===== src/rtl/fetch_unit.sv =====
// Instruction fetch stage: owns PC and IR, fetches over a req/ack handshake and decodes fields/immediate.
// Optional FETCH_MISALIGN_CHECK_EN: misaligned branch targets are refused and flagged instead of truncated.
module fetch_unit #(
    parameter int                    WORDSIZE         = 64,
    parameter int                    INSTRUCTION_SIZE = 32,
    parameter logic [WORDSIZE-1:0]   RESET_PC         = '0
) (
    input  logic                          clk,
    input  logic                          rst_n,
    input  logic                          fetch_start,
    input  logic                          pc_we,
    input  logic                          pc_src,
    input  logic [WORDSIZE-1:0]           pc_target,
    output logic                          imem_req,
    output logic [WORDSIZE-1:0]           imem_addr,
    input  logic                          imem_ack,
    input  logic [INSTRUCTION_SIZE-1:0]   imem_rdata,
    output logic [WORDSIZE-1:0]           pc,
    output logic [WORDSIZE-1:0]           pc_plus4,
    output logic [INSTRUCTION_SIZE-1:0]   ir,
    output logic [6:0]                    opcode,
    output logic [4:0]                    rd,
    output logic [4:0]                    rs1,
    output logic [4:0]                    rs2,
    output logic [2:0]                    funct3,
    output logic [6:0]                    funct7,
    output logic [WORDSIZE-1:0]           imm,
    output logic                          instr_valid,
    output logic                          busy,
    output logic                          misalign
);

    localparam logic [INSTRUCTION_SIZE-1:0] NOP_INSTR  = 32'h0000_0013;
    localparam logic [WORDSIZE-1:0]         PC_STEP    = WORDSIZE'(4);
    localparam logic [WORDSIZE-1:0]         ALIGN_MASK = ~WORDSIZE'(3);

    localparam logic [6:0] OP_IMM    = 7'b0010011;
    localparam logic [6:0] OP_LOAD   = 7'b0000011;
    localparam logic [6:0] OP_JALR   = 7'b1100111;
    localparam logic [6:0] OP_STORE  = 7'b0100011;
    localparam logic [6:0] OP_BRANCH = 7'b1100011;
    localparam logic [6:0] OP_LUI    = 7'b0110111;
    localparam logic [6:0] OP_AUIPC  = 7'b0010111;
    localparam logic [6:0] OP_JAL    = 7'b1101111;

    typedef enum logic [1:0] {
        S_IDLE  = 2'd0,
        S_REQ   = 2'd1,
        S_VALID = 2'd2
    } state_t;

    state_t                        state_reg;
    logic [WORDSIZE-1:0]           pc_reg;
    logic [WORDSIZE-1:0]           pc_next;
    logic [INSTRUCTION_SIZE-1:0]   ir_reg;
    logic                          instr_valid_reg;
    logic                          imem_req_reg;
    logic                          busy_reg;
    logic                          target_misaligned;

`ifdef FETCH_MISALIGN_CHECK_EN
    logic                          misalign_reg;

    assign target_misaligned = pc_src && (pc_target[1:0] != 2'b00);
    assign pc_next           = pc_src ? pc_target : pc_plus4;
    assign misalign          = misalign_reg;
`else
    assign target_misaligned = 1'b0;
    assign pc_next           = pc_src ? (pc_target & ALIGN_MASK) : pc_plus4;
    assign misalign          = 1'b0;
`endif

    always_ff @(posedge clk or negedge rst_n) begin
        if (!rst_n) begin
            state_reg       <= S_IDLE;
            pc_reg          <= RESET_PC;
            ir_reg          <= NOP_INSTR;
            instr_valid_reg <= 1'b0;
            imem_req_reg    <= 1'b0;
            busy_reg        <= 1'b0;
`ifdef FETCH_MISALIGN_CHECK_EN
            misalign_reg    <= 1'b0;
`endif
        end else begin
            case (state_reg)
                S_IDLE: begin
                    if (fetch_start) begin
                        state_reg    <= S_REQ;
                        imem_req_reg <= 1'b1;
                        busy_reg     <= 1'b1;
                    end
                end
                S_REQ: begin
                    if (imem_ack) begin
                        state_reg       <= S_VALID;
                        ir_reg          <= imem_rdata;
                        imem_req_reg    <= 1'b0;
                        instr_valid_reg <= 1'b1;
                    end
                end
                S_VALID: begin
                    // Retire wins over any fetch_start arriving in the same cycle.
                    if (pc_we) begin
                        state_reg       <= S_IDLE;
                        instr_valid_reg <= 1'b0;
                        busy_reg        <= 1'b0;
                        if (!target_misaligned) begin
                            pc_reg <= pc_next;
                        end
`ifdef FETCH_MISALIGN_CHECK_EN
                        else begin
                            misalign_reg <= 1'b1;
                        end
`endif
                    end
                end
                default: begin
                    state_reg <= S_IDLE;
                end
            endcase
        end
    end

    assign pc          = pc_reg;
    assign pc_plus4    = pc_reg + PC_STEP;
    assign imem_addr   = pc_reg;
    assign imem_req    = imem_req_reg;
    assign ir          = ir_reg;
    assign instr_valid = instr_valid_reg;
    assign busy        = busy_reg;

    assign opcode = ir_reg[6:0];
    assign rd     = ir_reg[11:7];
    assign funct3 = ir_reg[14:12];
    assign rs1    = ir_reg[19:15];
    assign rs2    = ir_reg[24:20];
    assign funct7 = ir_reg[31:25];

    always_comb begin
        imm = '0;
        case (opcode)
            OP_IMM, OP_LOAD, OP_JALR:
                imm = {{(WORDSIZE-12){ir_reg[31]}}, ir_reg[31:20]};
            OP_STORE:
                imm = {{(WORDSIZE-12){ir_reg[31]}}, ir_reg[31:25], ir_reg[11:7]};
            OP_BRANCH:
                imm = {{(WORDSIZE-13){ir_reg[31]}}, ir_reg[31], ir_reg[7],
                       ir_reg[30:25], ir_reg[11:8], 1'b0};
            OP_LUI, OP_AUIPC:
                imm = {{(WORDSIZE-32){ir_reg[31]}}, ir_reg[31:12], 12'b0};
            OP_JAL:
                imm = {{(WORDSIZE-21){ir_reg[31]}}, ir_reg[31], ir_reg[19:12],
                       ir_reg[20], ir_reg[30:21], 1'b0};
            default:
                imm = '0;
        endcase
    end

endmodule


===== config.mk =====
export PLATFORM = sky130hd
export DESIGN_NAME = fetch_unit
export DESIGN_NICKNAME = d
export VERILOG_FILES = /design/src/rtl/fetch_unit.sv
export SDC_FILE = /design/constraint.sdc
export NUM_CORES = 1
export LEC_CHECK = 0
export CELL_PAD_IN_SITES_DETAIL_PLACEMENT = 1
export CELL_PAD_IN_SITES_GLOBAL_PLACEMENT = 1
export CORE_MARGIN = 8
export CORE_UTILIZATION = 25
export DETAILED_ROUTE_END_ITERATION = 16
export PLACE_DENSITY_LB_ADDON = 0.1
export SYNTH_ARGS = -nofsm -noshare
export SYNTH_HDL_FRONTEND = slang
export SYNTH_SLANG_ARGS = --single-unit

===== constraint.sdc =====
create_clock -name clk -period 3.42 [get_ports clk]
set_input_delay 0.684 -clock clk [delete_from_list [all_inputs] [get_ports clk]]
set_output_delay 0.684 -clock clk [all_outputs]
set_load 0.02 [all_outputs]

==> out/results.ini, run 1 <==
[floorplanning]
start_util=0.254
num_rows=65
core_mm2=0.0316
die_y_um=195
die_area_mm2=0.0380
io_pins=426
die_w_um=195

[yosys]
synth_edf_count=0
seq_area_frac_synth=0.310
synth.avg_cell_area_um2=8.50
yosys_warnings=0
synthDistinctLibCells=67
ys_async_sr_fraction=1.00
synth-seq-cells=99
syn-cell-area_mm2=0.00801
ys.flop_type=dfrtp_1
synth_cells=942

[cells_and_area]
largest_reg_flops=62
final_cell_mix=340 x clkdlybuf4s50_1, 93 x buf_4, 92 x dfrtp_1, 60 x nand3_1, 54 x nand2_1
syn2layout_area_growth_pct=58.9
final_cells=1678
layout.nets=1371
stdcell_area_mm2=0.0127
drive_above_1_share=0.160
n_fill_cell=3603
final_common_cell=clkdlybuf4s50_1

[placement]
place.gp.congestion=0.781
place_area_mm2=0.0121
hpwl_um=29300
portBuffers=416
dp.cells=1654

[power]
leakage_uw=0.00581
p_sw_frac=0.482
p_sw_uw=5250
total_power_uw=10900
power_frac_comb=0.677
clkPwrFrac=0.105
peakVddDrop_mv=0.347
p_int_uw=5650
seqPwrFrac=0.218
powerDensity_mw_per_mm2=857

[cts]
h-tree-depth=3
clk_latency_ns=0.37
cts_sinks=99
cts_tree=built
cts_hold_buf=0
clockBufferDepth=2
cts_buffers=9
clkTransAtPathRegs_ns=0.08
root_buffer=clkbuf_16

[routing]
via_count=8308
drc=0
wire_per_inst_um=22.3
viasPerCell=4.95
drt-total-wl_um=37400
firstDrtPassIters=4
drtIter0Drc=328
antenna_left=0

[critical_path]
r2r-start=imem_addr[18]$_DFFE_PN0P_
crit_path_start=imem_addr[6]$_DFFE_PN0P_
reg2reg_depth=8
slowest_delay_ns=0.61
path_class=flip-flop to primary output
rrSetupSlack_ns=1.19
crit_chain=and4_2 -> buf_4 -> nand3_2 -> or4_1 -> xnor2_1 -> dlygate4sd2_1
cp_slowest_cell=or4_1
startpoint_type=flip-flop
cp.required_ns=2.74
worst-path-buf-inv=2
end_kind=primary output
critPathTopFamily=simple AND/OR/NAND/NOR gates
cp.depth=6
critPathArrivalTime_ns=2.65
worstPathMaxFanout=6
reg2reg_to=imem_addr[33]$_DFFE_PN0P_

[global_route]
met1_usage=0.230
grt_max_degree=65
grt_usage=0.190
grt_first_pass_wirelength_um=57000
use_met3=0.0612
grt-ovfl-total=0
use_met2=0.327
top_usage_layer=met2
antenna_found_initial=5
grt_pass1_vias=8810

[timing]
finalMaxSlewViolations=0
worst_pin_slew_ns=0.708
fin_hold_ws_ns=0.343
fin_worst_skew_ns=0.0137
finalCritPeriodShare=0.976
rsz0062_at_grt=true
fin_tns_setup_ns=0
maxSlewHeadroom=0.527
fmax_ghz=0.300
setup_violations=0
hold_viol=0
period_minus_slack_ns=3.34

[flow_run]
drv_cap=0

[hold_path]
hold_class=primary input to asynchronous set/reset pin

[run_status]
status=complete, no violations

## cell type report
cell class | instances | area (um2) | share of cell area
Timing Repair Buffer | 509 | 4970 | 0.391
Multi-Input combinational cell | 635 | 4390 | 0.345
Sequential cell | 99 | 2490 | 0.195
Tap cell | 402 | 503 | 0.0395
Clock buffer | 9 | 225 | 0.0177
Clock inverter | 7 | 90.1 | 0.00708
Inverter | 14 | 52.6 | 0.00413
Antenna cell | 3 | 7.51 | 0.000590
## synth_stat cells, types with 7 or more instances
cell type | instances | area [um2]
buf_4 | 133 | 998
and4_1 | 8 | 70.1
mux2_2 | 32 | 360
o2bb2ai_1 | 9 | 78.8
clkbuf_1 | 48 | 180
o21ai_0 | 40 | 200
nand2_1 | 54 | 203
and2_1 | 9 | 56.3
a22oi_1 | 9 | 67.6
mux2i_1 | 12 | 120
and3_1 | 24 | 150
nand3_1 | 64 | 320
or3_1 | 12 | 75.1
nand4_2 | 7 | 87.6
xor2_1 | 31 | 272
nor2_1 | 52 | 195
nand4_1 | 20 | 125
or4_1 | 7 | 52.6
nor2b_1 | 12 | 75.1
nor4_1 | 27 | 169
nor3_1 | 24 | 120
a31oi_1 | 9 | 56.3
inv_1 | 14 | 52.6
dfrtp_1 | 96 | 2400
o211ai_1 | 9 | 67.6
xnor2_1 | 29 | 254
a21o_1 | 20 | 150
a21oi_1 | 39 | 195
buf_2 | 15 | 75.1
## metal layers
layer	vias up	part of all wire	wire [um]
met5	-	0.0011	41
met4	6	0.012	457
met3	29	0.069	2560
met2	259	0.49	18300
met1	4112	0.43	16000
li1	3902	-	-
## through the flow
step           setup WS (ns)  utilization
5_1_grt              -0.0491        0.403
6_report              0.0831        0.403
3_3_place_gp           0.101        0.384
4_1_cts              0.00208        0.398
3_5_place_dp          0.0743        0.384
2_1_floorplan          0.201            -
## worst max path at each step
| stage | endpoint | slack (ns) |
|---|---|---|
| 2_1_floorplan | imm[32] | 0.20 |
| 3_3_place_gp | pc_plus4[52] | 0.10 |
| 3_5_place_dp | pc_plus4[52] | 0.07 |
| 4_1_cts | imm[31] | 0.002 |
| 5_1_grt | pc_plus4[22] | -0.05 |
| 6_report | pc_plus4[31] | 0.08 |
## worst reg2reg max path, delay by kind of cell, from the launching register on
| kind | cells | cell delay [ns] |
|---|---|---|
| and+or+nand+nor | 5 | 1.18 |
| buffers and inverters | 3 | 0.58 |
| DFF | 1 | 0.40 |
## power by group through the flow
stage                     sequential (uW)  clock (uW)  combinational, uW
after CTS                            2390        1190               7520
final                                2370        1150               7380
after global routing                 2480        1230               7850
after floorplan                      2870           0               3650
after detailed placement             2380           0               7500
after global placement               2370           0               7460
## repair_timing
action                     4_1_cts  5_1_grt
gates resized for setup         54       57
cloned                           0        0
setup buffers                    4        1
setup endpoints to repair       87       61
pin swaps                        3        1
## kinds of logic after synthesis
kind of cell    after synthesis  synth area share
fa+ha+maj                     1           0.00156
buf+inv                     214             0.165
xor+xnor                     60            0.0656
other cells                   1          0.000468
flops                        99             0.310
simple gates                346             0.251
compound gates              177             0.147
mux                          44            0.0600
(Power assumes the default switching activity.)
==> run 2, diff against run 1 <==
CTS_CLUSTER_SIZE = 8   (was default)
MAX_ROUTING_LAYER = met4   (was default)
clock period = 3.48 ns   (was 3.42 ns; I/O delays follow)
==> out/results.ini, run 2 (same netlist as run 1, synthesis figures left out) <==
[run_status]
status=complete, no violations

[critical_path]
worstPathMaxFanout=5  ; -1
end_kind=primary output
path_class=flip-flop to primary output
critPathArrivalTime_ns=2.67  ; +0.02 ns
startpoint_type=flip-flop
cp.required_ns=2.78  ; +0.04 ns

[cells_and_area]
layout.nets=1374  ; +0.22%
syn2layout_area_growth_pct=58.1
largest_reg_flops=62  ; unchanged
drive_above_1_share=0.160  ; -0.000377
final_common_cell=clkdlybuf4s50_1
final_cell_mix=346 x clkdlybuf4s50_1, 96 x buf_4, 93 x dfrtp_1, 60 x nand3_1, 54 x nand2_1

[timing]
hold_viol=0  ; unchanged
worst_pin_slew_ns=0.627  ; -0.0807 ns
setup_violations=0  ; unchanged
fin_worst_skew_ns=0.0127  ; -0.000961 ns
fin_tns_setup_ns=0  ; unchanged
maxSlewHeadroom=0.582  ; +0.0549
rsz0062_at_grt=false
period_minus_slack_ns=3.36
finalMaxSlewViolations=0  ; unchanged
finalCritPeriodShare=0.967
fmax_ghz=0.297

[global_route]
grt-ovfl-total=0  ; unchanged
grt_first_pass_wirelength_um=57100  ; +0.13%
grt_usage=0.195  ; +0.00518
antenna_found_initial=4  ; -1
grt_pass1_vias=8776  ; -0.39%
grt_max_degree=63  ; -3.1%

[cts]
cts_tree=built
root_buffer=clkbuf_16
clockBufferDepth=2  ; unchanged
cts_buffers=9  ; unchanged
cts_sinks=99  ; unchanged
clk_latency_ns=0.36  ; about the same
h-tree-depth=3  ; unchanged
clkTransAtPathRegs_ns=0.08  ; about the same

[floorplanning]
core_mm2=0.0316  ; unchanged
die_area_mm2=0.0380  ; unchanged
start_util=0.254  ; unchanged
die_y_um=195  ; unchanged
io_pins=426  ; unchanged
num_rows=65  ; unchanged
die_w_um=195  ; unchanged

[routing]
viasPerCell=4.93  ; -0.43%
drt-total-wl_um=37600  ; +0.59%
via_count=8292  ; -0.19%
firstDrtPassIters=4  ; unchanged
drtIter0Drc=309  ; -5.8%
antenna_left=0  ; unchanged
drc=0  ; unchanged
wire_per_inst_um=22.3  ; +0.35%

[placement]
hpwl_um=29200  ; -0.37%
place.gp.congestion=0.801  ; +2.6%
portBuffers=416  ; unchanged

[hold_path]
hold_class=primary input to asynchronous set/reset pin

[flow_run]
drv_cap=0  ; unchanged

[power]
leakage_uw=0.00566  ; -2.5%
total_power_uw=10600  ; -2.5%
powerDensity_mw_per_mm2=839  ; -2.0%
peakVddDrop_mv=0.366  ; +5.5%

==> run 2: worst paths after layout <==
kind	slack, ns	depth (start not counted)	start	end
setup reg to reg	1.25	7	imem_addr[27]$_DFFE_PN0P_	imem_addr[33]$_DFFE_PN0P_
hold reg to reg	0.49	1	state_reg[1]$_DFFE_PN0P_	state_reg[0]$_DFFE_PN0P_
setup / recovery	0.12	7	imem_addr[2]$_DFFE_PN0P_	pc_plus4[14]
min in group clk	0.49	1	state_reg[1]$_DFFE_PN0P_	state_reg[0]$_DFFE_PN0P_
hold / removal	0.31	1	rst_n	ir[22]$_DFFE_PN0P_
max in group asynchronous	2.37	2	rst_n	imem_addr[8]$_DFFE_PN0P_
==> run 2: routing by layer <==
metal  GRT usage  vias up  part of all wire
met3      0.0497       31             0.060
met4      0.0587        0             0.018
met5           -        -                 0
met1       0.233     4052              0.44
met2       0.321      291              0.49
li1            -     3918                 -
==> run 2: what timing repair did <==
action,4_1_cts,5_1_grt
endpoints found under the setup margin,77,53
hold buffers,0,0
gates resized for setup,50,47
pin swaps,4,1
gates cloned,0,0
setup buffers,8,1
==> run 2: per-stage QoR <==
step / std cells / setup slack (ns) / hold slack [ns] / util / cell area (um2)
detailed placement: 1653 / 0.101 / 0.467 / 0.384 / 12100
finish: 1682 / 0.116 / 0.306 / 0.401 / 12700
global route: 1682 / 0.00105 / 0.333 / 0.401 / 12700
CTS: 1677 / 0.000206 / 0.321 / 0.397 / 12500
global placement: 1653 / 0.0857 / 0.461 / 0.384 / 12100
floorplan: 948 / 0.249 / 0.400 / - / 8030
==> run 2: worst max-delay path, cell delays in order (launching register included) <==
cell and delay (ns):
dfrtp_1 0.36, ha_1 0.18, nand3_1 0.15, buf_4 0.20, nor3_1 0.37, and2_1 0.26, xor2_1 0.15, clkdlybuf4s50_1 0.64
==> run 2: cell type report <==
type | count | area (um2)
diodes | 4 | 10.0
clock buffers | 9 | 225
clock inverters | 7 | 68.8
fillers | 3634 | 18900
inverters | 14 | 52.6
multi-input cells | 635 | 4360
flip-flops and latches | 99 | 2480
well taps | 402 | 503
repair buffers | 512 | 4960
==> run 2: power breakdown <==
part	internal, uW	switching (uW)
Sequential	1650	672
Clock	510	557
Combinational	3320	3930
==> run 3, diff against run 2 <==
--- a/config.mk
+++ b/config.mk
@@ -7,5 +7,6 @@
 export LEC_CHECK = 0
+export CAP_MARGIN = 20
 export CELL_PAD_IN_SITES_DETAIL_PLACEMENT = 1
 export CELL_PAD_IN_SITES_GLOBAL_PLACEMENT = 1
-export CORE_MARGIN = 8
+export CORE_MARGIN = 3
 export CORE_UTILIZATION = 25
==> constraint.sdc (replaced) <==
create_clock -name clk -period 3.48 [get_ports clk]
set_input_delay 1.044 -clock clk [delete_from_list [all_inputs] [get_ports clk]]
set_output_delay 1.044 -clock clk [all_outputs]
set_load 0.02 [all_outputs]
==> out/results.ini, run 3 (same netlist as run 1, synthesis figures left out) <==
[floorplanning]
die_y_um=185  ; -5.1%
num_rows=64  ; -1.5%
core_mm2=0.0311  ; -1.5%
die_w_um=185  ; -5.1%
start_util=0.258  ; +0.00397
io_pins=426  ; unchanged
die_area_mm2=0.0342  ; -10%

[timing]
finalMaxSlewViolations=0  ; unchanged
hold_viol=0  ; unchanged
rsz0062_at_grt=true
period_minus_slack_ns=3.44  ; +0.0770 ns
fin_tns_setup_ns=0  ; unchanged
worst_pin_slew_ns=0.610  ; -0.0178 ns
fin_worst_skew_ns=0.0144  ; +0.00163 ns
setup_violations=0  ; unchanged
maxSlewHeadroom=0.594  ; +0.0118
fmax_ghz=0.291  ; -2.2%
finalCritPeriodShare=0.989  ; +0.0221
setup_slack_ns=0.0393  ; -0.0770 ns

[critical_path]
end_kind=primary output
critPathTopFamily=simple AND/OR/NAND/NOR gates
path_class=flip-flop to primary output
worstPathMaxFanout=5  ; unchanged
r2r-start=imem_addr[18]$_DFFE_PN0P_
worst-path-buf-inv=2  ; unchanged
startpoint_type=flip-flop
crit_chain=ha_2 -> nand3_2 -> or4_4 -> nor3_4 -> buf_12 -> nand4_2 -> xnor2_1 -> buf_4
cp_slowest_cell=or4_4
critPathArrivalTime_ns=2.40  ; -0.27 ns
rrSetupSlack_ns=1.26  ; about the same
slowest_delay_ns=0.56  ; -0.08 ns
reg2reg_to=imem_addr[33]$_DFFE_PN0P_
cp.required_ns=2.44  ; -0.34 ns
reg2reg_depth=8  ; +1

[placement]
pre_cts_ws_ns=-0.0659  ; -0.167 ns
portBuffers=416  ; unchanged
dp.cells=1698  ; +2.7%
place.gp.congestion=0.779  ; -2.7%
hpwl_um=27200  ; -7.1%

[cells_and_area]
n_fill_cell=3611  ; -0.63%
layout.nets=1422  ; +3.5%
final_common_cell=clkdlybuf4s50_1
final_cells=1723  ; +2.4%
final_cell_mix=304 x clkdlybuf4s50_1, 141 x buf_4, 94 x dfrtp_1, 60 x nand3_1, 52 x nand2_1
largest_reg_flops=62  ; unchanged
drive_above_1_share=0.254  ; +0.0939
syn2layout_area_growth_pct=60.2

[hold_path]
hold_start=state_reg[1]$_DFFE_PN0P_
hold_class=flip-flop to flip-flop
whs_path_depth=1
min_to=state_reg[0]$_DFFE_PN0P_

[global_route]
antenna_found_initial=3  ; -1
met1_usage=0.243  ; +0.00943
grt_max_degree=69  ; +9.5%
grt_pass1_vias=8652  ; -1.4%
use_met2=0.362  ; +0.0412
grt_usage=0.206  ; +0.0108
top_usage_layer=met2
use_met3=0.0391  ; -0.0106
grt-ovfl-total=0  ; unchanged
grt_first_pass_wirelength_um=53000  ; -7.2%

[cts]
cts_hold_buf=0  ; unchanged
clk_latency_ns=0.37  ; about the same
cts_sinks=99  ; unchanged
cts_buffers=9  ; unchanged
clockBufferDepth=2  ; unchanged
root_buffer=clkbuf_16
cts_tree=built
h-tree-depth=3  ; unchanged
clkTransAtPathRegs_ns=0.09  ; about the same

[routing]
via_count=8518  ; +2.7%
drtIter0Drc=326  ; +5.5%
antenna_left=0  ; unchanged
firstDrtPassIters=4  ; unchanged
drc=0  ; unchanged
drt-total-wl_um=35800  ; -4.6%
wire_per_inst_um=20.8  ; -6.9%
viasPerCell=4.94  ; +0.28%

[power]
peakVddDrop_mv=0.375  ; +2.5%
powerDensity_mw_per_mm2=833  ; -0.83%
leakage_uw=0.00571  ; +0.88%

[run_status]
status=complete, no violations

[flow_run]
drv_cap=0  ; unchanged

## run 3: changes by cell type in the layout (fill, tap and decap cells not counted), sizes merged, moves of 5 or more
cell / change
clkdlybuf4s50: -42
clkdlybuf4s15: +5
dlymetal6s2s: -26
buf: +61
clkbuf: +50
## run 3: area by class of cell
class	count	area, um2	share of cell area
multi-input cells	635	4480	0.349
diodes	3	7.51	0.000585
clock buffers	9	225	0.0175
clock inverters	7	76.3	0.00595
well taps	396	495	0.0386
repair buffers	560	5010	0.391
flip-flops and latches	99	2480	0.194
inverters	14	52.6	0.00409
## run 3: worst max-delay path by stage
stage,from,end,slack [ns],cells past startpoint
floorplan,imem_addr[2]$_DFFE_PN0P_,pc_plus4[60],0.02,6
global placement,imem_addr[2]$_DFFE_PN0P_,pc_plus4[60],-0.07,8
detailed placement,imem_addr[3]$_DFFE_PN0P_,pc_plus4[60],-0.07,8
CTS,imem_addr[3]$_DFFE_PN0P_,pc_plus4[60],-0.17,8
global route,imem_addr[3]$_DFFE_PN0P_,pc_plus4[56],-0.1,9
finish,imem_addr[3]$_DFFE_PN0P_,pc_plus4[60],0.04,8
## run 3: report_power, final
part | internal (uW) | switching [uW] | leakage, uW | total (uW)
Clock | 516 | 566 | 0.000149 | 1080
Sequential | 1650 | 594 | 0.00110 | 2240
Combinational | 3310 | 4050 | 0.00446 | 7360
## run 3: per-layer routing
layer | vias to the layer above | share of wire
met2 | 277 | 0.52
li1 | 4000 | -
met3 | 22 | 0.061
met5 | - | 0
met1 | 4219 | 0.41
met4 | 0 | 0.013
## run 3: metrics by stage
step                utilization  hold WS [ns]  power (uW)  area (um2)
floorplan                     -         0.437        6400        8030
global placement          0.405         0.466        9770       12600
detailed placement        0.405         0.469        9840       12600
CTS                       0.416         0.487       10900       12900
global route              0.413         0.523       11300       12800
finish                    0.413         0.492       10700       12800
## run 3: timing repair
action	CTS	global route
setup buffers	1	5
gates resized for setup	175	150
pin swaps	2	8
endpoints found under the setup margin	113	89
